File: src/rtl/reservation_station_pkg.sv
// Shared types for the unified reservation station.
// Width macros fall back to local defaults when the core-wide defines are absent.
`ifndef REG_VAL_WIDTH
`define REG_VAL_WIDTH 32
`endif
`ifndef PHYSICAL_REG_NUM_WIDTH
`define PHYSICAL_REG_NUM_WIDTH 6
`endif
`ifndef INST_ADDR_WIDTH
`define INST_ADDR_WIDTH 32
`endif

package reservation_station_pkg;
  localparam int REG_VAL_W    = `REG_VAL_WIDTH;
  localparam int PHY_REG_W    = `PHYSICAL_REG_NUM_WIDTH;
  localparam int ADDR_W       = `INST_ADDR_WIDTH;
  localparam int RS_DEPTH_DEF = 8;

  typedef enum logic [3:0] {
    ALU_ADD, ALU_SUB, ALU_AND, ALU_OR, ALU_XOR, ALU_SLL, ALU_SRL, ALU_SLT
  } alu_op_t;

  // Decoded control bundle as produced by the decode stage.
  typedef struct packed {
    alu_op_t aluOp;
    logic    useImm;
    logic    isBranch;
    logic    memRead;
    logic    memWrite;
  } control_t;

  typedef struct packed {
    logic                 valid;
    logic                 rdy1;
    logic                 rdy2;
    logic [PHY_REG_W-1:0] tag1;
    logic [PHY_REG_W-1:0] tag2;
    logic [REG_VAL_W-1:0] val1;
    logic [REG_VAL_W-1:0] val2;
    logic [PHY_REG_W-1:0] dstTag;
    control_t             control;
    logic [ADDR_W-1:0]    pc;
    logic [REG_VAL_W-1:0] imm;
  } rs_entry_t;

  // Only what execute needs; tags and ready bits stay behind in the entry.
  typedef struct packed {
    logic [REG_VAL_W-1:0] val1;
    logic [REG_VAL_W-1:0] val2;
    logic [PHY_REG_W-1:0] dstTag;
    control_t             control;
    logic [ADDR_W-1:0]    pc;
    logic [REG_VAL_W-1:0] imm;
  } issue_payload_t;
endpackage

File: src/rtl/reservation_station_if.sv
// Dispatch / CDB / issue bundle of the reservation station.
// RS_PERF_COUNTERS_EN adds the full_stall_cycles and issued_count outputs.
interface reservation_station_if #(
  parameter int RS_DEPTH = reservation_station_pkg::RS_DEPTH_DEF
);
  import reservation_station_pkg::*;

  logic                 flush;
  logic                 disp_valid;
  logic                 disp_ready;
  logic [REG_VAL_W-1:0] disp_src_val1;
  logic [REG_VAL_W-1:0] disp_src_val2;
  logic                 disp_src_rdy1;
  logic                 disp_src_rdy2;
  logic [PHY_REG_W-1:0] disp_src_tag1;
  logic [PHY_REG_W-1:0] disp_src_tag2;
  logic [PHY_REG_W-1:0] disp_dst_tag;
  control_t             disp_control;
  logic [ADDR_W-1:0]    disp_pc;
  logic [REG_VAL_W-1:0] disp_imm;
  logic                 cdb_valid;
  logic [PHY_REG_W-1:0] cdb_tag;
  logic [REG_VAL_W-1:0] cdb_val;
  logic                 issue_valid;
  logic                 issue_ready;
  logic [REG_VAL_W-1:0] issue_src_val1;
  logic [REG_VAL_W-1:0] issue_src_val2;
  logic [PHY_REG_W-1:0] issue_dst_tag;
  control_t             issue_control;
  logic [ADDR_W-1:0]    issue_pc;
  logic [REG_VAL_W-1:0] issue_imm;
  logic [$clog2(RS_DEPTH):0] occupancy;
`ifdef RS_PERF_COUNTERS_EN
  logic [31:0]          full_stall_cycles;
  logic [31:0]          issued_count;
`endif

  modport master (
    output flush, disp_valid, disp_src_val1, disp_src_val2, disp_src_rdy1, disp_src_rdy2,
           disp_src_tag1, disp_src_tag2, disp_dst_tag, disp_control, disp_pc, disp_imm,
           cdb_valid, cdb_tag, cdb_val, issue_ready,
    input  disp_ready, issue_valid, issue_src_val1, issue_src_val2, issue_dst_tag,
           issue_control, issue_pc, issue_imm, occupancy
`ifdef RS_PERF_COUNTERS_EN
           , full_stall_cycles, issued_count
`endif
  );

  modport slave (
    input  flush, disp_valid, disp_src_val1, disp_src_val2, disp_src_rdy1, disp_src_rdy2,
           disp_src_tag1, disp_src_tag2, disp_dst_tag, disp_control, disp_pc, disp_imm,
           cdb_valid, cdb_tag, cdb_val, issue_ready,
    output disp_ready, issue_valid, issue_src_val1, issue_src_val2, issue_dst_tag,
           issue_control, issue_pc, issue_imm, occupancy
`ifdef RS_PERF_COUNTERS_EN
           , full_stall_cycles, issued_count
`endif
  );
endinterface

File: src/rtl/rs_age_matrix.sv
// Age matrix: older[r][c]=1 means entry r was allocated before entry c.
// Grants the single requesting entry that no other requester is older than.
module rs_age_matrix #(
  parameter int N = 8
) (
  input  logic         clk,
  input  logic         rst,
  input  logic [N-1:0] allocOh,
  input  logic [N-1:0] freeOh,
  input  logic [N-1:0] reqVec,
  output logic [N-1:0] grantOh
);
  logic [N-1:0][N-1:0] older;

  // New entry becomes younger than everyone; a freed entry stops being older than anyone.
  always_ff @(posedge clk or posedge rst) begin
    if (rst) begin
      older <= '0;
    end else begin
      for (int r = 0; r < N; r++) begin
        for (int c = 0; c < N; c++) begin
          if (r == c)          older[r][c] <= 1'b0;
          else if (allocOh[r]) older[r][c] <= 1'b0;
          else if (allocOh[c]) older[r][c] <= 1'b1;
          else if (freeOh[r])  older[r][c] <= 1'b0;
        end
      end
    end
  end

  for (genvar i = 0; i < N; i++) begin : gGrant
    logic [N-1:0] olderReq;
    for (genvar j = 0; j < N; j++) begin : gCol
      assign olderReq[j] = older[j][i] & reqVec[j];
    end
    assign grantOh[i] = reqVec[i] & ~(|olderReq);
  end
endmodule

File: src/rtl/reservation_station.sv
// Unified reservation station: holds renamed instructions until both operands
// are valid, captures CDB wakeups, issues the oldest ready entry.
// Optional macro RS_PERF_COUNTERS_EN adds saturating stall/issue counters.
module reservation_station
  import reservation_station_pkg::*;
#(
  parameter int RS_DEPTH = RS_DEPTH_DEF
) (
  input logic clk,
  input logic reset,
  reservation_station_if.slave rsIf
);
  localparam int IDX_W = $clog2(RS_DEPTH);
  localparam int OCC_W = IDX_W + 1;

  rs_entry_t             entries [RS_DEPTH];
  rs_entry_t             newEntry;
  issue_payload_t        issueReg;
  logic                  issueValid;
  logic [OCC_W-1:0]      occ;
  logic [RS_DEPTH-1:0]   readyVec, allocOh, grantOh, freeOh;
  logic [IDX_W-1:0]      selIdx;
  logic                  allocFound, dispReady, dispFire, issueLoad, selFire;
  logic                  byp1, byp2;

  // Ready vector and lowest-index free slot.
  always_comb begin
    readyVec   = '0;
    allocOh    = '0;
    allocFound = 1'b0;
    for (int i = 0; i < RS_DEPTH; i++) begin
      readyVec[i] = entries[i].valid & entries[i].rdy1 & entries[i].rdy2;
      if (!entries[i].valid && !allocFound) begin
        allocOh[i] = 1'b1;
        allocFound = 1'b1;
      end
    end
  end

  // One-hot grant to index.
  always_comb begin
    selIdx = '0;
    for (int i = 0; i < RS_DEPTH; i++)
      if (grantOh[i]) selIdx = IDX_W'(i);
  end

  assign dispReady = (occ != OCC_W'(RS_DEPTH));
  assign dispFire  = rsIf.disp_valid && dispReady && !rsIf.flush;
  assign issueLoad = !issueValid || rsIf.issue_ready;
  assign selFire   = issueLoad && (|readyVec) && !rsIf.flush;
  assign freeOh    = selFire ? grantOh : '0;

  // Dispatch-cycle bypass so a same-cycle broadcast is not lost.
  assign byp1 = rsIf.cdb_valid && !rsIf.disp_src_rdy1 && (rsIf.cdb_tag == rsIf.disp_src_tag1);
  assign byp2 = rsIf.cdb_valid && !rsIf.disp_src_rdy2 && (rsIf.cdb_tag == rsIf.disp_src_tag2);

  // Build the entry written on dispatch.
  always_comb begin
    newEntry         = '0;
    newEntry.valid   = 1'b1;
    newEntry.rdy1    = rsIf.disp_src_rdy1 | byp1;
    newEntry.rdy2    = rsIf.disp_src_rdy2 | byp2;
    newEntry.tag1    = rsIf.disp_src_tag1;
    newEntry.tag2    = rsIf.disp_src_tag2;
    newEntry.val1    = byp1 ? rsIf.cdb_val : rsIf.disp_src_val1;
    newEntry.val2    = byp2 ? rsIf.cdb_val : rsIf.disp_src_val2;
    newEntry.dstTag  = rsIf.disp_dst_tag;
    newEntry.control = rsIf.disp_control;
    newEntry.pc      = rsIf.disp_pc;
    newEntry.imm     = rsIf.disp_imm;
  end

  // Entry storage: free on issue, allocate on dispatch, capture CDB wakeups.
  always_ff @(posedge clk or posedge reset) begin
    if (reset) begin
      for (int i = 0; i < RS_DEPTH; i++) entries[i] <= '0;
    end else if (rsIf.flush) begin
      for (int i = 0; i < RS_DEPTH; i++) entries[i].valid <= 1'b0;
    end else begin
      for (int i = 0; i < RS_DEPTH; i++) begin
        if (freeOh[i]) begin
          entries[i].valid <= 1'b0;
        end else if (dispFire && allocOh[i]) begin
          entries[i] <= newEntry;
        end else if (entries[i].valid && rsIf.cdb_valid) begin
          if (!entries[i].rdy1 && rsIf.cdb_tag == entries[i].tag1) begin
            entries[i].rdy1 <= 1'b1;
            entries[i].val1 <= rsIf.cdb_val;
          end
          if (!entries[i].rdy2 && rsIf.cdb_tag == entries[i].tag2) begin
            entries[i].rdy2 <= 1'b1;
            entries[i].val2 <= rsIf.cdb_val;
          end
        end
      end
    end
  end

  // Issue register: reloads when empty or accepted, otherwise holds stable.
  always_ff @(posedge clk or posedge reset) begin
    if (reset) begin
      issueValid <= 1'b0;
      issueReg   <= '0;
    end else if (rsIf.flush) begin
      issueValid <= 1'b0;
    end else if (issueLoad) begin
      issueValid <= |readyVec;
      if (|readyVec) begin
        issueReg.val1    <= entries[selIdx].val1;
        issueReg.val2    <= entries[selIdx].val2;
        issueReg.dstTag  <= entries[selIdx].dstTag;
        issueReg.control <= entries[selIdx].control;
        issueReg.pc      <= entries[selIdx].pc;
        issueReg.imm     <= entries[selIdx].imm;
      end
    end
  end

  // Occupancy tracks accepted dispatches minus freed entries.
  always_ff @(posedge clk or posedge reset) begin
    if (reset)           occ <= '0;
    else if (rsIf.flush) occ <= '0;
    else                 occ <= occ + {{(OCC_W-1){1'b0}}, dispFire} - {{(OCC_W-1){1'b0}}, selFire};
  end

  rs_age_matrix #(.N(RS_DEPTH)) uAge (
    .clk     (clk),
    .rst     (reset),
    .allocOh (dispFire ? allocOh : '0),
    .freeOh  (freeOh),
    .reqVec  (readyVec),
    .grantOh (grantOh)
  );

  assign rsIf.disp_ready     = dispReady;
  assign rsIf.occupancy      = occ;
  assign rsIf.issue_valid    = issueValid;
  assign rsIf.issue_src_val1 = issueReg.val1;
  assign rsIf.issue_src_val2 = issueReg.val2;
  assign rsIf.issue_dst_tag  = issueReg.dstTag;
  assign rsIf.issue_control  = issueReg.control;
  assign rsIf.issue_pc       = issueReg.pc;
  assign rsIf.issue_imm      = issueReg.imm;

`ifdef RS_PERF_COUNTERS_EN
  logic [31:0] fullStallCnt, issuedCnt;

  // Saturating perf counters; flush leaves them alone.
  always_ff @(posedge clk or posedge reset) begin
    if (reset) begin
      fullStallCnt <= '0;
      issuedCnt    <= '0;
    end else begin
      if (rsIf.disp_valid && !dispReady && fullStallCnt != '1) fullStallCnt <= fullStallCnt + 32'd1;
      if (selFire && issuedCnt != '1) issuedCnt <= issuedCnt + 32'd1;
    end
  end

  assign rsIf.full_stall_cycles = fullStallCnt;
  assign rsIf.issued_count      = issuedCnt;
`endif
endmodule

File: src/flat_wrapper.sv
// flat-port wrapper written by rule: the top's interface ports become plain ports
module reservation_station_flat import reservation_station_pkg::*;
#(
  parameter int RS_DEPTH = RS_DEPTH_DEF
)
  (clk, reset, rsIf_flush, rsIf_disp_valid, rsIf_disp_src_val1, rsIf_disp_src_val2, rsIf_disp_src_rdy1, rsIf_disp_src_rdy2, rsIf_disp_src_tag1, rsIf_disp_src_tag2, rsIf_disp_dst_tag, rsIf_disp_control, rsIf_disp_pc, rsIf_disp_imm, rsIf_cdb_valid, rsIf_cdb_tag, rsIf_cdb_val, rsIf_issue_ready, rsIf_disp_ready, rsIf_issue_valid, rsIf_issue_src_val1, rsIf_issue_src_val2, rsIf_issue_dst_tag, rsIf_issue_control, rsIf_issue_pc, rsIf_issue_imm, rsIf_occupancy);
  reservation_station_if #(.RS_DEPTH(RS_DEPTH)) rsIf_i ();
  input logic clk;
  input logic reset;
  input wire logic [$bits(rsIf_i.flush)-1:0] rsIf_flush;
  input wire logic [$bits(rsIf_i.disp_valid)-1:0] rsIf_disp_valid;
  input wire logic [$bits(rsIf_i.disp_src_val1)-1:0] rsIf_disp_src_val1;
  input wire logic [$bits(rsIf_i.disp_src_val2)-1:0] rsIf_disp_src_val2;
  input wire logic [$bits(rsIf_i.disp_src_rdy1)-1:0] rsIf_disp_src_rdy1;
  input wire logic [$bits(rsIf_i.disp_src_rdy2)-1:0] rsIf_disp_src_rdy2;
  input wire logic [$bits(rsIf_i.disp_src_tag1)-1:0] rsIf_disp_src_tag1;
  input wire logic [$bits(rsIf_i.disp_src_tag2)-1:0] rsIf_disp_src_tag2;
  input wire logic [$bits(rsIf_i.disp_dst_tag)-1:0] rsIf_disp_dst_tag;
  input wire logic [$bits(rsIf_i.disp_control)-1:0] rsIf_disp_control;
  input wire logic [$bits(rsIf_i.disp_pc)-1:0] rsIf_disp_pc;
  input wire logic [$bits(rsIf_i.disp_imm)-1:0] rsIf_disp_imm;
  input wire logic [$bits(rsIf_i.cdb_valid)-1:0] rsIf_cdb_valid;
  input wire logic [$bits(rsIf_i.cdb_tag)-1:0] rsIf_cdb_tag;
  input wire logic [$bits(rsIf_i.cdb_val)-1:0] rsIf_cdb_val;
  input wire logic [$bits(rsIf_i.issue_ready)-1:0] rsIf_issue_ready;
  output wire logic [$bits(rsIf_i.disp_ready)-1:0] rsIf_disp_ready;
  output wire logic [$bits(rsIf_i.issue_valid)-1:0] rsIf_issue_valid;
  output wire logic [$bits(rsIf_i.issue_src_val1)-1:0] rsIf_issue_src_val1;
  output wire logic [$bits(rsIf_i.issue_src_val2)-1:0] rsIf_issue_src_val2;
  output wire logic [$bits(rsIf_i.issue_dst_tag)-1:0] rsIf_issue_dst_tag;
  output wire logic [$bits(rsIf_i.issue_control)-1:0] rsIf_issue_control;
  output wire logic [$bits(rsIf_i.issue_pc)-1:0] rsIf_issue_pc;
  output wire logic [$bits(rsIf_i.issue_imm)-1:0] rsIf_issue_imm;
  output wire logic [$bits(rsIf_i.occupancy)-1:0] rsIf_occupancy;
  assign rsIf_i.flush = rsIf_flush;
  assign rsIf_i.disp_valid = rsIf_disp_valid;
  assign rsIf_i.disp_src_val1 = rsIf_disp_src_val1;
  assign rsIf_i.disp_src_val2 = rsIf_disp_src_val2;
  assign rsIf_i.disp_src_rdy1 = rsIf_disp_src_rdy1;
  assign rsIf_i.disp_src_rdy2 = rsIf_disp_src_rdy2;
  assign rsIf_i.disp_src_tag1 = rsIf_disp_src_tag1;
  assign rsIf_i.disp_src_tag2 = rsIf_disp_src_tag2;
  assign rsIf_i.disp_dst_tag = rsIf_disp_dst_tag;
  assign rsIf_i.disp_control = rsIf_disp_control;
  assign rsIf_i.disp_pc = rsIf_disp_pc;
  assign rsIf_i.disp_imm = rsIf_disp_imm;
  assign rsIf_i.cdb_valid = rsIf_cdb_valid;
  assign rsIf_i.cdb_tag = rsIf_cdb_tag;
  assign rsIf_i.cdb_val = rsIf_cdb_val;
  assign rsIf_i.issue_ready = rsIf_issue_ready;
  assign rsIf_disp_ready = rsIf_i.disp_ready;
  assign rsIf_issue_valid = rsIf_i.issue_valid;
  assign rsIf_issue_src_val1 = rsIf_i.issue_src_val1;
  assign rsIf_issue_src_val2 = rsIf_i.issue_src_val2;
  assign rsIf_issue_dst_tag = rsIf_i.issue_dst_tag;
  assign rsIf_issue_control = rsIf_i.issue_control;
  assign rsIf_issue_pc = rsIf_i.issue_pc;
  assign rsIf_issue_imm = rsIf_i.issue_imm;
  assign rsIf_occupancy = rsIf_i.occupancy;
  reservation_station #(.RS_DEPTH(RS_DEPTH)) u_core (.clk(clk), .reset(reset), .rsIf(rsIf_i));
endmodule
File: config.mk
export PLATFORM = sky130hd
export DESIGN_NAME = reservation_station_flat
export DESIGN_NICKNAME = d
export VERILOG_FILES = /design/src/rtl/reservation_station_pkg.sv /design/src/rtl/reservation_station_if.sv /design/src/rtl/rs_age_matrix.sv /design/src/rtl/reservation_station.sv /design/src/flat_wrapper.sv
export SDC_FILE = /design/constraint.sdc
export NUM_CORES = 2
export LEC_CHECK = 0
export BUFFER_PORTS_ARGS = -buffer_cell sky130_fd_sc_hd__buf_2
export CORE_ASPECT_RATIO = 1.75
export CORE_MARGIN = 5
export CORE_UTILIZATION = 62
export DETAILED_ROUTE_END_ITERATION = 10
export PLACE_DENSITY_LB_ADDON = 0.05
export SLEW_MARGIN = 10
export SYNTH_ARGS = -nofsm -noshare
export SYNTH_HDL_FRONTEND = slang
export SYNTH_SLANG_ARGS = --single-unit
File: constraint.sdc
create_clock -name clk -period 56.6 [get_ports clk]
set_input_delay 5.66 -clock clk [delete_from_list [all_inputs] [get_ports clk]]
set_output_delay 5.66 -clock clk [all_outputs]
set_load 0.01 [all_outputs]
### After elaboration in Yosys (flattened, before gate mapping)

Cells that the tools add are included.
W data, S select, Z words.

| word-level totals | value |
|---|---|
| bits in registers | 1459 |
| input bits | 200 |
| output and inout port bits | 148 |
| logic and storage cells | 753 |

| operators by class | value |
|---|---|
| add/subtract/negate cells | 2 |
| $lt $le $gt $ge | 1 |
| equality and inequality tests | 19 |
| muxes and demuxes | 239 |
| bitwise operators | 100 |
| reductions and logical operators | 204 |

Operator list:

| cell | number |
|---|---|
| $mux W64 | 16 |
| $mux W32 | 18 |
| $bmux W157 S3 | 1 |
| $mux W142 | 2 |
| $reduce_bool A3 Y1 | 64 |
| $mux W1 | 177 |
| $eq A6 B6 Y1 | 18 |
| $and A1 B1 Y1 | 80 |
| $reduce_and A4 Y1 | 16 |
| $reduce_or A7 Y1 | 8 |
| $reduce_bool A2 Y1 | 25 |
| $logic_and A1 B1 Y1 | 47 |
| $mux W2 | 18 |
| $logic_not A1 Y1 | 33 |
| $reduce_and A3 Y1 | 9 |
| $not A1 Y1 | 17 |
| $mux W8 | 2 |
| $mux W3 | 4 |
| $reduce_or A8 Y1 | 1 |
| $add A4 B1 Y4 | 1 |
| $ge A4 B4 Y1 const B | 1 |
| $mux W4 | 1 |
| $ne A4 B4 Y1 const B | 1 |
| $not A3 Y4 | 1 |
| other kinds (3) | 4 |

### Depth between registers and ports, before layout

| depth | value |
|---|---|
| depth after elaboration | 25 |
| mapped depth | 15 |
| depth with buffers taken out | 11 |

### By module

Synthesis repeated with hierarchy kept, for this count alone.

| second synthesis, totals | value |
|---|---|
| cell total of the unflattened synthesis | 6545 |
| area, all modules | 69310.2 µm² |

By module, submodules not included:

| module | times used | cells an instance | area each (µm²) | seq. area each (µm²) |
|---|---|---|---|---|
| reservation_station | 1 | 6312 | 66926.7 | 35108.7 |
| rs_age_matrix | 1 | 233 | 2383.5 | 1401.3 |

### Worst setup path before layout

Ideal clock, no wire load.

| path | value |
|---|---|
| path type | input to register |
| start | input rsIf_flush |
| end | register u_core.occ[1], in the netlist u_core.rsIf.occupancy[1] |
| library setup time | 0.133 ns |
| arrival time | 7.848 ns |
| data required time | 56.467 ns |
| path slack | 48.620 ns |
| stages on the path | 11 |
| path buffers | 3 |
| path through | clkbuf_1 > nor2_1 > o21ai_4 > inv_2 > clkbuf_1 > clkbuf_1 > ha_1 > inv_1 > ha_1 > fa_1 > nor2b_1 |

| between the ends | value |
|---|---|
| word-level cells in the longest chain between the ends | 5 |

Ends and longest elaborated chain:

| element | line | text |
|---|---|---|
| from (decl) | flat_wrapper.sv:10 | `input wire logic [$bits(rsIf_i.flush)-1:0] rsIf_flush;` |
| $logic_not A1 Y1 | reservation_station.sv:48, reservation_station.sv:50 |  |
| $logic_and A1 B1 Y1 | reservation_station.sv:48 | `assign dispFire = rsIf.disp_valid && dispReady && !rsIf.flush;` |
| $add A4 B1 Y4 | reservation_station.sv:123 | `else occ <= occ + {{(OCC_W-1){1'b0}}, dispFire} - {{(OCC_W-1){1'b0}}, selFire};` |
| $sub A4 B1 Y4 | reservation_station.sv:123 |  |
| $mux W4 (*) | reservation_station.sv:122 | `else if (rsIf.flush) occ <= '0;` |
| to (signal assigned) | reservation_station.sv:123 |  |
| to (decl) | reservation_station.sv:20 | `logic [OCC_W-1:0] occ;` |

Every way passes the cells marked *; elsewhere a longest branch is shown, timed or not.
A chain may end at the register's enable or synchronous reset.

==> out/metrics.yaml <==
pwr:
  ir_drop_mv: 0.03511
  p_leak_nw: 36.95
  power.total_mw: 2.701
  power_density_nw_per_um2: 34.93
detailed_routing:
  drt-initial-drc-count: 5603
  antenna_left: 0
  vias: 56500
  drt_first_pass_iters: 8
  drc_errors: 0
  viasPerCell: 6.320
  wl_um: 226600
  wl_per_cell_um: 25.35
grt:
  antenna_found_initial: 47
  grt_overflow_total: 0
  grt_max_degree: 180
  grt_pass1_wl_um: 344700
  track_usage_pct: 36.56
  grt_pass1_vias: 56790
job:
  max-cap-violations: 0
sta:
  relSlewSlack_pct: 22.42
  hold_slack_ps: 471.9
  fmax_mhz: 99.18
  fin_tns_setup_ps: 0
  fin_ws_ps: 46520
  worst_pin_slew_ps: 1164
  drv_slew: 0
  rsz0062_at_grt: "no"
  period_needed_ps: 10080
  setup_viol: 0
  fin_skew_ps: 34.99
  final-hold-violation-count: 0
  period_share_pct: 17.81
layout:
  final_cell_area_um2: 77350
  syn_to_final_growth_pct: 9.030
  fin_nets: 7516
  final_cells: 8939
  layout-drive-gt1-share_pct: 15.15
  fin_util_pct: 67.92
placement:
  gp_congestion: 0.8929
  portBuffers: 347
  pre_cts_ws_ps: 45570
  dp.cells: 8666
  dp.final_hpwl_um: 124900
  dpl_cell_area_um2: 72890
floorplanning:
  die_y_um: 457.5
  die_w_um: 265.7
  num_io_pins: 348
  dieArea_um2: 121600
  start_util_pct: 62.29
  core.rowCount: 164
  core_um2: 113900
logic_synthesis:
  synth.area.top_cells: "dfrtp_1 (51%), mux2i_1 (11%), nand2_1 (8.7%)"
  yosysWarningCount: 0
  yosys.area.top_type: "dfrtp_1"
  synthCells: 7368
  yosysMostFrequentCell: "nand2_1"
  yosysSeqAreaShare_pct: 51.47
  synthTopCellsByCount: "nand2_1 (1,644), dfrtp_1 (1,459), a21oi_1 (808)"
  synthDistinctLibCells: 64
  syn_area_um2: 70940
  synth_edf_count: 0
  synth_top_area_share_pct: 51.47
  ys_ff_latch: 1459
  synth_flop_cell: "dfrtp_1"
  ys_async_sr_fraction_pct: 100.0
  syn-num-nets: 7574
  synthesis.area_per_instance_um2: 9.628
critical_path:
  crit_required_ps: 57350
  worstSetupPathType: "in -> async"
  max_stage_delay_ps: 920
  cp_common_cell: "buf_4"
  endpoint_kind: "asynchronous set/reset pin"
  path_cells: "buf_2 > inv_8 > buf_4 > buf_4 > buf_4 > buf_4 > buf_4"
  crit_arrival_ps: 10830
  worstSetupStartpointType: "primary input"
  critPathMaxFanout: 137
  slowest_stage: "buf_4"
clock_tree:
  cts.path.max_buffers: 3
  clk_latency_ps: 790
  ctsRootBufferMaster: "clkbuf_16"
  path_clk_slew_ps: 60
  cts.sinks: 1459
  cts_hold_buf: 0
  cts_buffers: 136
  cts_resized: 0
  postCtsSetupBuffers: 0
  cts_tree: "yes"
  htreeDepth: 4
worst_hold_path:
  min_path_type: "reg -> reg"
outcome:
  status: "completed"
==> path summary, 6_finish.rpt <==
path | endpoint | from | cells after the start | slack (ps)
worst max-delay path | u_core.entries[404]$_DFFE_PP0P_ | reset | 7 | 46520
worst min-delay path | u_core.entries[315]$_DFFE_PP0P_ | u_core.entries[315]$_DFFE_PP0P_ | 2 | 470
worst max register to register | u_core.rsIf.issue_pc[4]$_DFFE_PP0P_ | u_core.entries[1255]$_DFFE_PP0P_ | 10 | 50890
worst min register to register | u_core.entries[315]$_DFFE_PP0P_ | u_core.entries[315]$_DFFE_PP0P_ | 2 | 470
max in group clk | u_core.rsIf.issue_pc[4]$_DFFE_PP0P_ | rsIf_flush | 11 | 46870
min in group asynchronous | u_core.entries[289]$_DFFE_PP0P_ | reset | 2 | 5070
==> final cells by class <==
type	count	area [um2]
Fill cell	9129	36540
Sequential cell	1459	36510
Multi-Input combinational cell	5241	31810
Clock buffer	207	4045
Timing Repair Buffer	452	2613
Tap cell	1494	1869
Clock inverter	38	344.1
Inverter	20	87.58
Antenna cell	28	70.07
==> power breakdown <==
part | internal [mW] | total [mW] | switching, mW
Clock | 0.513 | 0.923 | 0.410
Combinational | 0.206 | 0.464 | 0.258
Sequential | 1.21 | 1.31 | 0.108
Total | 1.93 | 2.70 | 0.776
==> placed cells by master (no fill, tap or decap), drive strengths merged, types with 3 or more instances in the layout <==
cell     count
o211a      115
nor2       734
and3        12
a211oi       8
nor3        27
a22o         4
xor2        61
dfrtp     1459
inv         28
a2111oi      3
nor2b        7
a31o         8
nand3      154
diode       28
bufinv       4
o311a       28
nand4       35
nand2b       5
ha           5
and2         3
nor4        12
mux2i      796
a21oi      808
nand3b       3
clkbuf     207
nand2     1647
clkinv      24
o21ai      152
a22oi        6
o2111ai      7
mux2       384
buf        452
xnor2       49
a31oi      142
==> registers in the layout, summed over array words and instances (netlist names) <==
name and flops:
u_core.entries 1256, u_core.rsIf.issue_control 8, u_core.rsIf.issue_dst_tag 6, u_core.rsIf.issue_imm 32
u_core.rsIf.issue_pc 32, u_core.rsIf.issue_src_val1 32, u_core.rsIf.issue_src_val2 32, u_core.rsIf.issue_valid 1
u_core.rsIf.occupancy 4, u_core.uAge.older 56
==> critical path: cells and delay by family <==
kind | cells | cell delay, ps
buf+inv | 7 | 4770
==> kinds of logic after synthesis <==
logic type	share of synthesized area, %
AO/OA/AOI/OAI	10.71
buffers and inverters	4.215
XOR/XNOR	1.358
AND/OR/NAND/NOR	14.81
multiplexers	17.33
adder cells (fa/ha/maj)	0.1164
flip-flops	51.47
==> per-layer routing <==
| layer | vias up | global-route usage [%] | part of all wire, % | routed length (um) |
|---|---|---|---|---|
| li1 | 24890 | - | - | - |
| met4 | 32 | 17.62 | 5.6 | 12650 |
| met1 | 28340 | 45.36 | 38 | 84990 |
| met2 | 2544 | 60.89 | 48 | 109700 |
| met3 | 690 | 8.199 | 8.4 | 19010 |
| met5 | - | 0 | 0.095 | 215 |
No activity file was read; power rests on OpenSTA's default activity.
